<file path="config.mk">
export PLATFORM = sky130hd
export DESIGN_NAME = mmm_result_collector_flat
export DESIGN_NICKNAME = d
export VERILOG_FILES = /design/src/rtl/mmm_result_collector_if.sv /design/src/rtl/mmm_result_collector.sv /design/src/flat_wrapper.sv
export SDC_FILE = /design/constraint.sdc
export NUM_CORES = 1
export LEC_CHECK = 0
export ABC_CLOCK_PERIOD_IN_PS = 5600
export CORE_MARGIN = 4
export CORE_UTILIZATION = 39
export CTS_CLUSTER_DIAMETER = 60
export DETAILED_ROUTE_END_ITERATION = 10
export GPL_ROUTABILITY_DRIVEN = 0
export GPL_TIMING_DRIVEN = 0
export SYNTH_ARGS = -nofsm -noshare
export SYNTH_HDL_FRONTEND = slang
export SYNTH_SLANG_ARGS = --single-unit
</file>
<file path="constraint.sdc">
create_clock -name CLK -period 5.6 [get_ports CLK]
set_input_delay 1.68 -clock CLK [delete_from_list [all_inputs] [get_ports CLK]]
set_output_delay 1.68 -clock CLK [all_outputs]
set_load 0.05 [all_outputs]
</file>
<file path="src/rtl/mmm_result_collector_if.sv">
// mmm_result_collector_if: word-in / result-out bus of the MMM result collector.
// Rev 1.0
`default_nettype none

interface mmm_result_collector_if #(
  parameter int W = 16
);
  logic         IN_VALID;
  logic [W-1:0] SR_INs;
  logic [W-1:0] SR_INc;
  logic [W-1:0] N_IN;
  logic [W-1:0] RES_OUT;
  logic         RES_VALID;
  logic         RES_READY;
  logic         RES_LAST;
  logic         RES_CARRY;
  logic         BUSY;
  logic         OVERRUN;

  modport master (
    output IN_VALID, SR_INs, SR_INc, N_IN, RES_READY,
    input  RES_OUT, RES_VALID, RES_LAST, RES_CARRY, BUSY, OVERRUN
  );

  modport slave (
    input  IN_VALID, SR_INs, SR_INc, N_IN, RES_READY,
    output RES_OUT, RES_VALID, RES_LAST, RES_CARRY, BUSY, OVERRUN
  );
endinterface

`default_nettype wire

</file>
<file path="src/rtl/mmm_result_collector.sv">
// mmm_result_collector: resolves carry-save result words into a K-bit sum and streams it out;
// optional final modular subtraction with MMM_FINAL_SUB_EN.  Rev 1.0
`default_nettype none

module mmm_result_collector #(
  parameter int K = 1024,
  parameter int W = 16
) (
  input  logic                 CLK,
  input  logic                 RST,
  mmm_result_collector_if.slave bus
);

  localparam int NW = K / W;
  localparam int JW = (NW > 1) ? $clog2(NW) : 1;
  localparam logic [JW-1:0] LAST_IDX = JW'(NW - 1);

  typedef enum logic [1:0] {
    S_IDLE  = 2'd0,
    S_ACCUM = 2'd1,
    S_DRAIN = 2'd2
  } state_t;

  state_t        state_q, state_d;
  logic [JW-1:0] j_q, j_d;
  logic          cy_q, cy_d;
  logic          res_carry_q, res_carry_d;
  logic          overrun_q, overrun_d;
  logic [W-1:0]  sum_buf_q [NW];

  logic          w_first;
  logic          w_accept;
  logic          w_last;
  logic          w_valid;
  logic          w_cy_in;
  logic          w_cy_out;
  logic          w_res_carry;
  logic [JW-1:0] w_idx;
  logic [W:0]    w_sum_full;
  logic [W-1:0]  w_sum;
  logic [W-1:0]  w_word;

  // IDLE always means the next accepted word is word 0 of a new result.
  assign w_first    = (state_q == S_IDLE);
  assign w_accept   = bus.IN_VALID && (state_q != S_DRAIN);
  assign w_idx      = w_first ? '0 : j_q;
  assign w_last     = (w_idx == LAST_IDX);
  assign w_cy_in    = w_first ? 1'b0 : cy_q;
  assign w_sum_full = {1'b0, bus.SR_INs} + {1'b0, bus.SR_INc} + {{W{1'b0}}, w_cy_in};
  assign w_sum      = w_sum_full[W-1:0];
  assign w_cy_out   = w_sum_full[W];
  assign w_valid    = (state_q == S_DRAIN);

`ifdef MMM_FINAL_SUB_EN
  logic          bw_q;
  logic          sel_q;
  logic [W-1:0]  d_buf_q [NW];
  logic          w_bw_in;
  logic          w_sel_now;
  logic [W:0]    w_diff_full;

  assign w_bw_in     = w_first ? 1'b0 : bw_q;
  assign w_diff_full = {1'b0, w_sum} - {1'b0, bus.N_IN} - {{W{1'b0}}, w_bw_in};
  // Subtracted value is kept when the sum overflowed K bits or is not below N.
  assign w_sel_now   = w_cy_out | ~w_diff_full[W];
  assign w_res_carry = w_sel_now ? 1'b0 : w_cy_out;
  assign w_word      = sel_q ? d_buf_q[j_q] : sum_buf_q[j_q];

  always_ff @(posedge CLK or posedge RST) begin
    if (RST) begin
      bw_q  <= 1'b0;
      sel_q <= 1'b0;
    end else if (w_accept) begin
      bw_q <= w_diff_full[W];
      if (w_last) begin
        sel_q <= w_sel_now;
      end
    end
  end

  always_ff @(posedge CLK) begin
    if (w_accept) begin
      d_buf_q[w_idx] <= w_diff_full[W-1:0];
    end
  end
`else
  logic w_unused_n;

  assign w_unused_n  = ^bus.N_IN;
  assign w_res_carry = w_cy_out;
  assign w_word      = sum_buf_q[j_q];
`endif

  always_ff @(posedge CLK) begin
    if (w_accept) begin
      sum_buf_q[w_idx] <= w_sum;
    end
  end

  always_ff @(posedge CLK or posedge RST) begin
    if (RST) begin
      state_q     <= S_IDLE;
      j_q         <= '0;
      cy_q        <= 1'b0;
      res_carry_q <= 1'b0;
      overrun_q   <= 1'b0;
    end else begin
      state_q     <= state_d;
      j_q         <= j_d;
      cy_q        <= cy_d;
      res_carry_q <= res_carry_d;
      overrun_q   <= overrun_d;
    end
  end

  always_comb begin
    state_d     = state_q;
    j_d         = j_q;
    cy_d        = cy_q;
    res_carry_d = res_carry_q;
    overrun_d   = overrun_q;
    unique case (state_q)
      S_IDLE, S_ACCUM: begin
        if (w_accept) begin
          if (w_last) begin
            state_d     = S_DRAIN;
            j_d         = '0;
            cy_d        = 1'b0;
            res_carry_d = w_res_carry;
          end else begin
            state_d = S_ACCUM;
            j_d     = w_idx + JW'(1);
            cy_d    = w_cy_out;
          end
        end
      end
      S_DRAIN: begin
        if (bus.IN_VALID) begin
          overrun_d = 1'b1;
        end
        if (bus.RES_READY) begin
          if (j_q == LAST_IDX) begin
            state_d = S_IDLE;
            j_d     = '0;
          end else begin
            j_d = j_q + JW'(1);
          end
        end
      end
      default: begin
        state_d = S_IDLE;
        j_d     = '0;
      end
    endcase
  end

  assign bus.RES_VALID = w_valid;
  assign bus.RES_OUT   = w_valid ? w_word : '0;
  assign bus.RES_LAST  = w_valid && (j_q == LAST_IDX);
  assign bus.RES_CARRY = res_carry_q;
  assign bus.BUSY      = (state_q != S_IDLE);
  assign bus.OVERRUN   = overrun_q;

endmodule

`default_nettype wire

</file>
<file path="src/flat_wrapper.sv">
// flat-port wrapper written by rule: the top's interface ports become plain ports
module mmm_result_collector_flat 
#(
  parameter int K = 1024,
  parameter int W = 16
)
  (CLK, RST, bus_IN_VALID, bus_SR_INs, bus_SR_INc, bus_N_IN, bus_RES_READY, bus_RES_OUT, bus_RES_VALID, bus_RES_LAST, bus_RES_CARRY, bus_BUSY, bus_OVERRUN);
  mmm_result_collector_if #(.W(W)) bus_i ();
  input  logic CLK;
  input  logic RST;
  input wire logic [$bits(bus_i.IN_VALID)-1:0] bus_IN_VALID;
  input wire logic [$bits(bus_i.SR_INs)-1:0] bus_SR_INs;
  input wire logic [$bits(bus_i.SR_INc)-1:0] bus_SR_INc;
  input wire logic [$bits(bus_i.N_IN)-1:0] bus_N_IN;
  input wire logic [$bits(bus_i.RES_READY)-1:0] bus_RES_READY;
  output wire logic [$bits(bus_i.RES_OUT)-1:0] bus_RES_OUT;
  output wire logic [$bits(bus_i.RES_VALID)-1:0] bus_RES_VALID;
  output wire logic [$bits(bus_i.RES_LAST)-1:0] bus_RES_LAST;
  output wire logic [$bits(bus_i.RES_CARRY)-1:0] bus_RES_CARRY;
  output wire logic [$bits(bus_i.BUSY)-1:0] bus_BUSY;
  output wire logic [$bits(bus_i.OVERRUN)-1:0] bus_OVERRUN;
  assign bus_i.IN_VALID = bus_IN_VALID;
  assign bus_i.SR_INs = bus_SR_INs;
  assign bus_i.SR_INc = bus_SR_INc;
  assign bus_i.N_IN = bus_N_IN;
  assign bus_i.RES_READY = bus_RES_READY;
  assign bus_RES_OUT = bus_i.RES_OUT;
  assign bus_RES_VALID = bus_i.RES_VALID;
  assign bus_RES_LAST = bus_i.RES_LAST;
  assign bus_RES_CARRY = bus_i.RES_CARRY;
  assign bus_BUSY = bus_i.BUSY;
  assign bus_OVERRUN = bus_i.OVERRUN;
  mmm_result_collector #(.K(K), .W(W)) u_core (.CLK(CLK), .RST(RST), .bus(bus_i));
endmodule
</file>
# Word-level counts from Yosys, hierarchy flattened
# Memories as Yosys holds them, arrays and structs flattened.
# Cells that the tools add are included.
[op_classes] addsub=4 eq_ne=8 n_mux=16 reduce_logical=10
[op_table] op="$mux 6" count=5
[op_table] op="$add 16x16->17" count=1
[op_table] op="$add 17x1->17" count=1
[op_table] op="$mux 16" count=1
[op_table] op="$add 6x1->6 const B" count=2
[op_table] op="$eq 6x6->1 const B" count=2
[op_table] op="$pmux 6 s2" count=1
[op_table] op="$mux 2" count=4
[op_table] op="$ne 2x2->1 const B" count=3
[op_table] op="$reduce_and 2->1" count=3
[op_table] op="$reduce_and 3->1" count=2
[op_table] op="$mux 1" count=4
[op_table] op="$pmux 2 s2" count=1
[op_table] op="$eq 2x1->1 const B" count=1
[op_table] op="$eq 2x2->1 const B" count=1
[op_table] op="$logic_and 1x1->1" count=2
[op_table] op="$logic_not 2->1" count=1
[op_table] op="$ne 2x1->1 const B" count=1
[op_table] op="$reduce_bool 2->1" count=1
[op_table] op="$reduce_or 2->1" count=1
[word_totals] reg_bits=11 ramBits=1024 input_bits=52 elab_cells=44 n_memories=1
[mem_list] memory="u_core.sum_buf_q" words=64 word_bits=16 rd=1 rd_ports_with_merged_regs=0 write_ports=1 line_no="mmm_result_collector.sv:29" text="logic [W-1:0] sum_buf_q [NW];"

# Longest topological paths before layout
[depth] ltp_word=6 ltp_mapped=12 ltp_nobuf=11

# Least setup slack after synthesis
# OpenSTA, ideal clock, no wires.
[synth_timing] kind="input to register" from="in bus_SR_INc[0]" to="mem u_core.sum_buf_q[0][8], data pin" setup_ns=0.567 arrival_ns=5.008 required_time_ns=5.033 slack_ns=0.025 stages=9 path_buffers=0 cell_sequence="inv_1 > fa_1 > fa_1 > nor2b_1 > o31a_1 > nor2_1 > o21ai_0 > a21oi_1 > xnor2_1"
[synth_via] elab_chain_cells=2
[synth_rtl] element="start: declaration" line_no="flat_wrapper.sv:13" text="input wire logic [$bits(bus_i.SR_INc)-1:0] bus_SR_INc;"
[synth_rtl] element="$add 16x16->17" line_no="mmm_result_collector.sv:49" text="assign w_sum_full = {1'b0, bus.SR_INs} + {1'b0, bus.SR_INc} + {{W{1'b0}}, w_cy_in};"
[synth_rtl] element="$add 17x1->17" line_no="mmm_result_collector.sv:49"
[synth_rtl] element="net u_core.w_sum_full[8]" line_no="mmm_result_collector.sv:39" text="logic [W:0] w_sum_full;"
[synth_rtl] element="end: declaration" line_no="mmm_result_collector.sv:29"
# The timed path passes the listed nets, and every way through them passes these cells.

# Worst setup path in the final report
[layout_timing] from="reg u_core.j_q[0]" to="out bus_RES_OUT[0]"
[layout_via] elab_chain_cells=2
[layout_rtl] element="start: declaration" line_no="mmm_result_collector.sv:25" text="logic [JW-1:0] j_q, j_d;"
[layout_rtl] element="start signal: assignment" line_no="mmm_result_collector.sv:109" text="j_q <= j_d;"
[layout_rtl] element="$mem_v2 64x16"
[layout_rtl] element="$mux 16" line_no="mmm_result_collector.sv:158" text="assign bus.RES_OUT = w_valid ? w_word : '0;"
[layout_rtl] element="end: declaration" line_no="flat_wrapper.sv:16" text="output wire logic [$bits(bus_i.RES_OUT)-1:0] bus_RES_OUT;"
# No other way between the ends.

==> out/metrics.csv <==
stage,metric,value,unit
run_status,status,"complete, no violations",
final_layout,areaGrowthSynthToFinish,19.3,%
timing,skew,0.0358,ns
place,io_buffers,56,
die,die_width,332,µm
global_route,track_usage,20.0,%
detailed_routing,ant_nets,0,
detailed_routing,viasPerCell,5.83,
power_and_ir_drop,p_leak,15.7,nW
clock_network,clk_pin_slew,0.06,ns
setup_path,cp-end-kind,output port,
logic_synthesis,yosysWarnings,0,
clock_network,tritoncts,built,
timing,slew_headroom,29.9,%
final_layout,seqCellArea,0.0310,mm²
setup_path,cp-start-kind,flop,
logic_synthesis,synth-seq-area-share,75.6,%
global_route,antenna_found_initial,1,
clock_network,cts_htree_levels,3,
clock_network,root_buffer,clkbuf_16,
detailed_routing,dr.pass1.iters,8,
detailed_routing,wl_per_cell,30.2,µm
final_layout,fin_cells,3729,
setup_path,path_cells,buf_6 -> buf_12 -> buf_12 -> mux4_1 -> a22oi_1 -> nand2_1 -> a211oi_2 -> a211oi_2 -> clkdlybuf4s15_2,
die,die_area,0.110,mm²
setup_path,cp_max_fo,10,
global_route,grt_first_pass_wirelength,159000,µm
logic_synthesis,synth_nets,2083,
setup_path,crit_slowest_cell,mux4_1,
timing,setup_viol_count_final,0,
final_layout,drive_above_1_share,27.7,%
power_and_ir_drop,power_density,483,mW/mm²
die,num_rows,118,
logic_synthesis,ys.flop_type,edfxtp_1,
die,die_h,332,µm
setup_path,max_stage_delay,0.62,ns
die,start_util,39.5,%
final_layout,nNetsFinal,2344,
final_layout,final_util,47.1,%
timing,hold_viol,0,
timing,min_period_over_period,100,%
global_route,grt_pass1_vias,21900,
global_route,gr-total-overflow,0,
logic_synthesis,syn-cell-area,0.0410,mm²
detailed_routing,totalWireLength,112000,µm
logic_synthesis,synth-async-reset-ratio,1.06,%
setup_path,path_buf_inv,4,
min_path,holdCritPathClass,reg2reg,
logic_synthesis,synth-edff-count,1024,
detailed_routing,drt_iter0_markers,2798,
final_layout,n_antenna_cell,0,
timing,rsz0062_at_grt,true,
setup_path,critical_path_class,reg2out,
logic_synthesis,synthCells,2012,
final_layout,multiInputGateArea,0.00977,mm²
logic_synthesis,ys_ff_latch,1035,
logic_synthesis,syn_area_per_cell,20.4,µm²
flow_run,maxCapViolations,0,
clock_network,cts_buffers,106,
timing,clock.fmax,179,MHz
timing,worst_pin_slew,1.05,ns
global_route,grt_max_degree,57,
setup_path,arrival,3.92,ns
timing,fin_crit,5.60,ns
timing,slew_violations,0,
place,dp_hpwl,78000,µm
die,core,0.104,mm²
setup_path,cp.required,3.92,ns
clock_network,clock_latency,0.69,ns
timing,whs,0.545,ns
power_and_ir_drop,peakVddDrop,0.000321,V
detailed_routing,remaining_drc_errors,0,
setup_path,worst_path_dominant_cell_family,compound AO/OA/AOI/OAI gates,
final_layout,nFillCells,8571,
clock_network,clock_path_buffers,3,
clock_network,clkSinkCount,1035,
die,boundaryPins,73,
logic_synthesis,yosysUniqueCellTypes,62,
place,place_inst,3543,
detailed_routing,num_vias,21700,
==> state kept, by name (all words and copies together) (netlist names) <==
name and count:
u_core.cy_q 1, u_core.sum_buf_q 1024, u_core.j_q 6, u_core.state_q 2
u_core.bus.OVERRUN 1, u_core.bus.RES_CARRY 1
==> cells by family after synthesis <==
| family | Yosys count | share of synthesized area (%) |
|---|---|---|
| flip-flops | 1035 | 75.6 |
| multiplexers | 313 | 14.2 |
| AO/OA/AOI/OAI | 281 | 4.94 |
| AND/OR/NAND/NOR | 227 | 2.53 |
| buffers and inverters | 127 | 1.87 |
| adder cells (fa/ha/maj) | 19 | 0.616 |
| XOR/XNOR | 10 | 0.214 |
==> layer usage <==
metal	vias up	global-route usage [%]	routed length (µm)
met5	-	0	0
met4	0	7.63	4540
met3	221	4.00	9160
met2	1078	31.1	52200
met1	11500	28.2	46500
li1	8962	-	-
==> what timing repair did <==
item,in CTS,in global routing
pin swaps,1,0
setup buffers,3,0
endpoints found under the setup margin,16,14
gates resized for setup,136,27
hold buffers,0,0
cloned,0,0
==> worst paths after layout <==
check | slack (ns) | cells after the start | endpoint | from
setup / recovery | 0.003 | 9 | bus_RES_OUT[0] | u_core.j_q[0]
hold / removal | 0.54 | 1 | u_core.bus.OVERRUN | u_core.bus.OVERRUN
setup reg to reg | 0.90 | 12 | u_core.sum_buf_q[48][12] | u_core.state_q[1]
hold reg to reg | 0.54 | 1 | u_core.bus.OVERRUN | u_core.bus.OVERRUN
max in group asynchronous | 3.64 | 2 | u_core.cy_q | RST
min in group asynchronous | 1.53 | 2 | u_core.j_q[3] | RST
==> power by group <==
part | leakage (nW) | internal (mW) | switching [mW]
clock | 1.59 | 3.81 | 2.92
sequential | 9.34 | 9.21 | 0.0499
combinational | 4.72 | 2.77 | 4.85
==> Yosys cell counts (3+ instances only) <==
master | number | share of area [%]
edfxtp_1 | 1024 | 75
mux4_2 | 167 | 9.2
a22oi_1 | 112 | 2.0
mux2i_1 | 108 | 2.6
nor2_1 | 99 | 0.91
buf_2 | 53 | 0.65
nand2_1 | 50 | 0.46
a21oi_1 | 43 | 0.52
mux4_1 | 37 | 2.4
clkbuf_1 | 28 | 0.26
nor2b_1 | 26 | 0.40
a211oi_1 | 24 | 0.44
a31oi_1 | 18 | 0.27
ha_1 | 17 | 0.52
nand3_1 | 17 | 0.21
o21ai_0 | 17 | 0.21
a2111oi_0 | 14 | 0.30
a22o_1 | 13 | 0.28
buf_4 | 12 | 0.22
inv_1 | 12 | 0.11
dfrtp_1 | 11 | 0.67
o211a_1 | 10 | 0.24
and3_1 | 8 | 0.12
nand2b_1 | 8 | 0.12
buf_12 | 7 | 0.34
buf_6 | 7 | 0.19
xnor2_1 | 7 | 0.15
and2_1 | 4 | 0.061
buf_1 | 4 | 0.037
o21a_1 | 4 | 0.073
or3_1 | 4 | 0.061
a21o_1 | 3 | 0.055
o211ai_1 | 3 | 0.055
or2_2 | 3 | 0.046
xor2_1 | 3 | 0.064
==> stage by stage <==
| stage | area (µm²) | power, mW | setup slack [ns] | TNS, ns |
|---|---|---|---|---|
| 2_1_floorplan | 41000 | 13.7 | 0.0253 | 0 |
| 3_3_place_gp | 43300 | 16.4 | -3.84 | -2237.59 |
| 3_5_place_dp | 45300 | 16.7 | -0.541 | -5.42 |
| 4_1_cts | 48900 | 23.6 | 0.0104 | 0 |
| 5_1_grt | 48900 | 24.3 | -0.0861 | -0.235 |
| 6_report | 48900 | 23.6 | 0.00273 | 0 |
==> area by class of cell <==
cell class                      count  share of cell area [%]
Clock inverter                     53                    1.03
Buffer                            111                    1.65
Timing Repair Buffer              154                    4.63
Tap cell                         1380                    3.53
Multi-Input combinational cell    850                    20.0
Sequential cell                  1035                    63.4
Inverter                           15                   0.115
Clock buffer                      131                    5.69
==> layout by cell type, fill, tap and decap left out, types with 8 or more instances in the layout <==
master           instances
clkdlybuf4s15_2         11
ha_1                    17
mux4_1                  37
clkbuf_1                35
clkinv_2                11
a2111oi_2               11
inv_1                   10
mux4_2                 167
dfrtp_1                 11
and3_1                   8
nand2_1                 49
a22oi_1                109
nor2_1                  28
o211a_1                 10
nand2b_1                 8
edfxtp_1              1024
a211oi_1                19
nor2b_1                 26
buf_4                   29
clkinv_1                23
nand3_1                 17
buf_12                  16
a21oi_1                 31
buf_6                   20
buf_2                   33
buf_16                  20
o21ai_0                 17
buf_8                   58
a31oi_1                 14
clkdlybuf4s50_1         40
mux2i_1                108
a22o_1                  13
clkbuf_16              106
nor2_2                  69
clkbuf_2                13
Power figures use the tool's default switching activity.
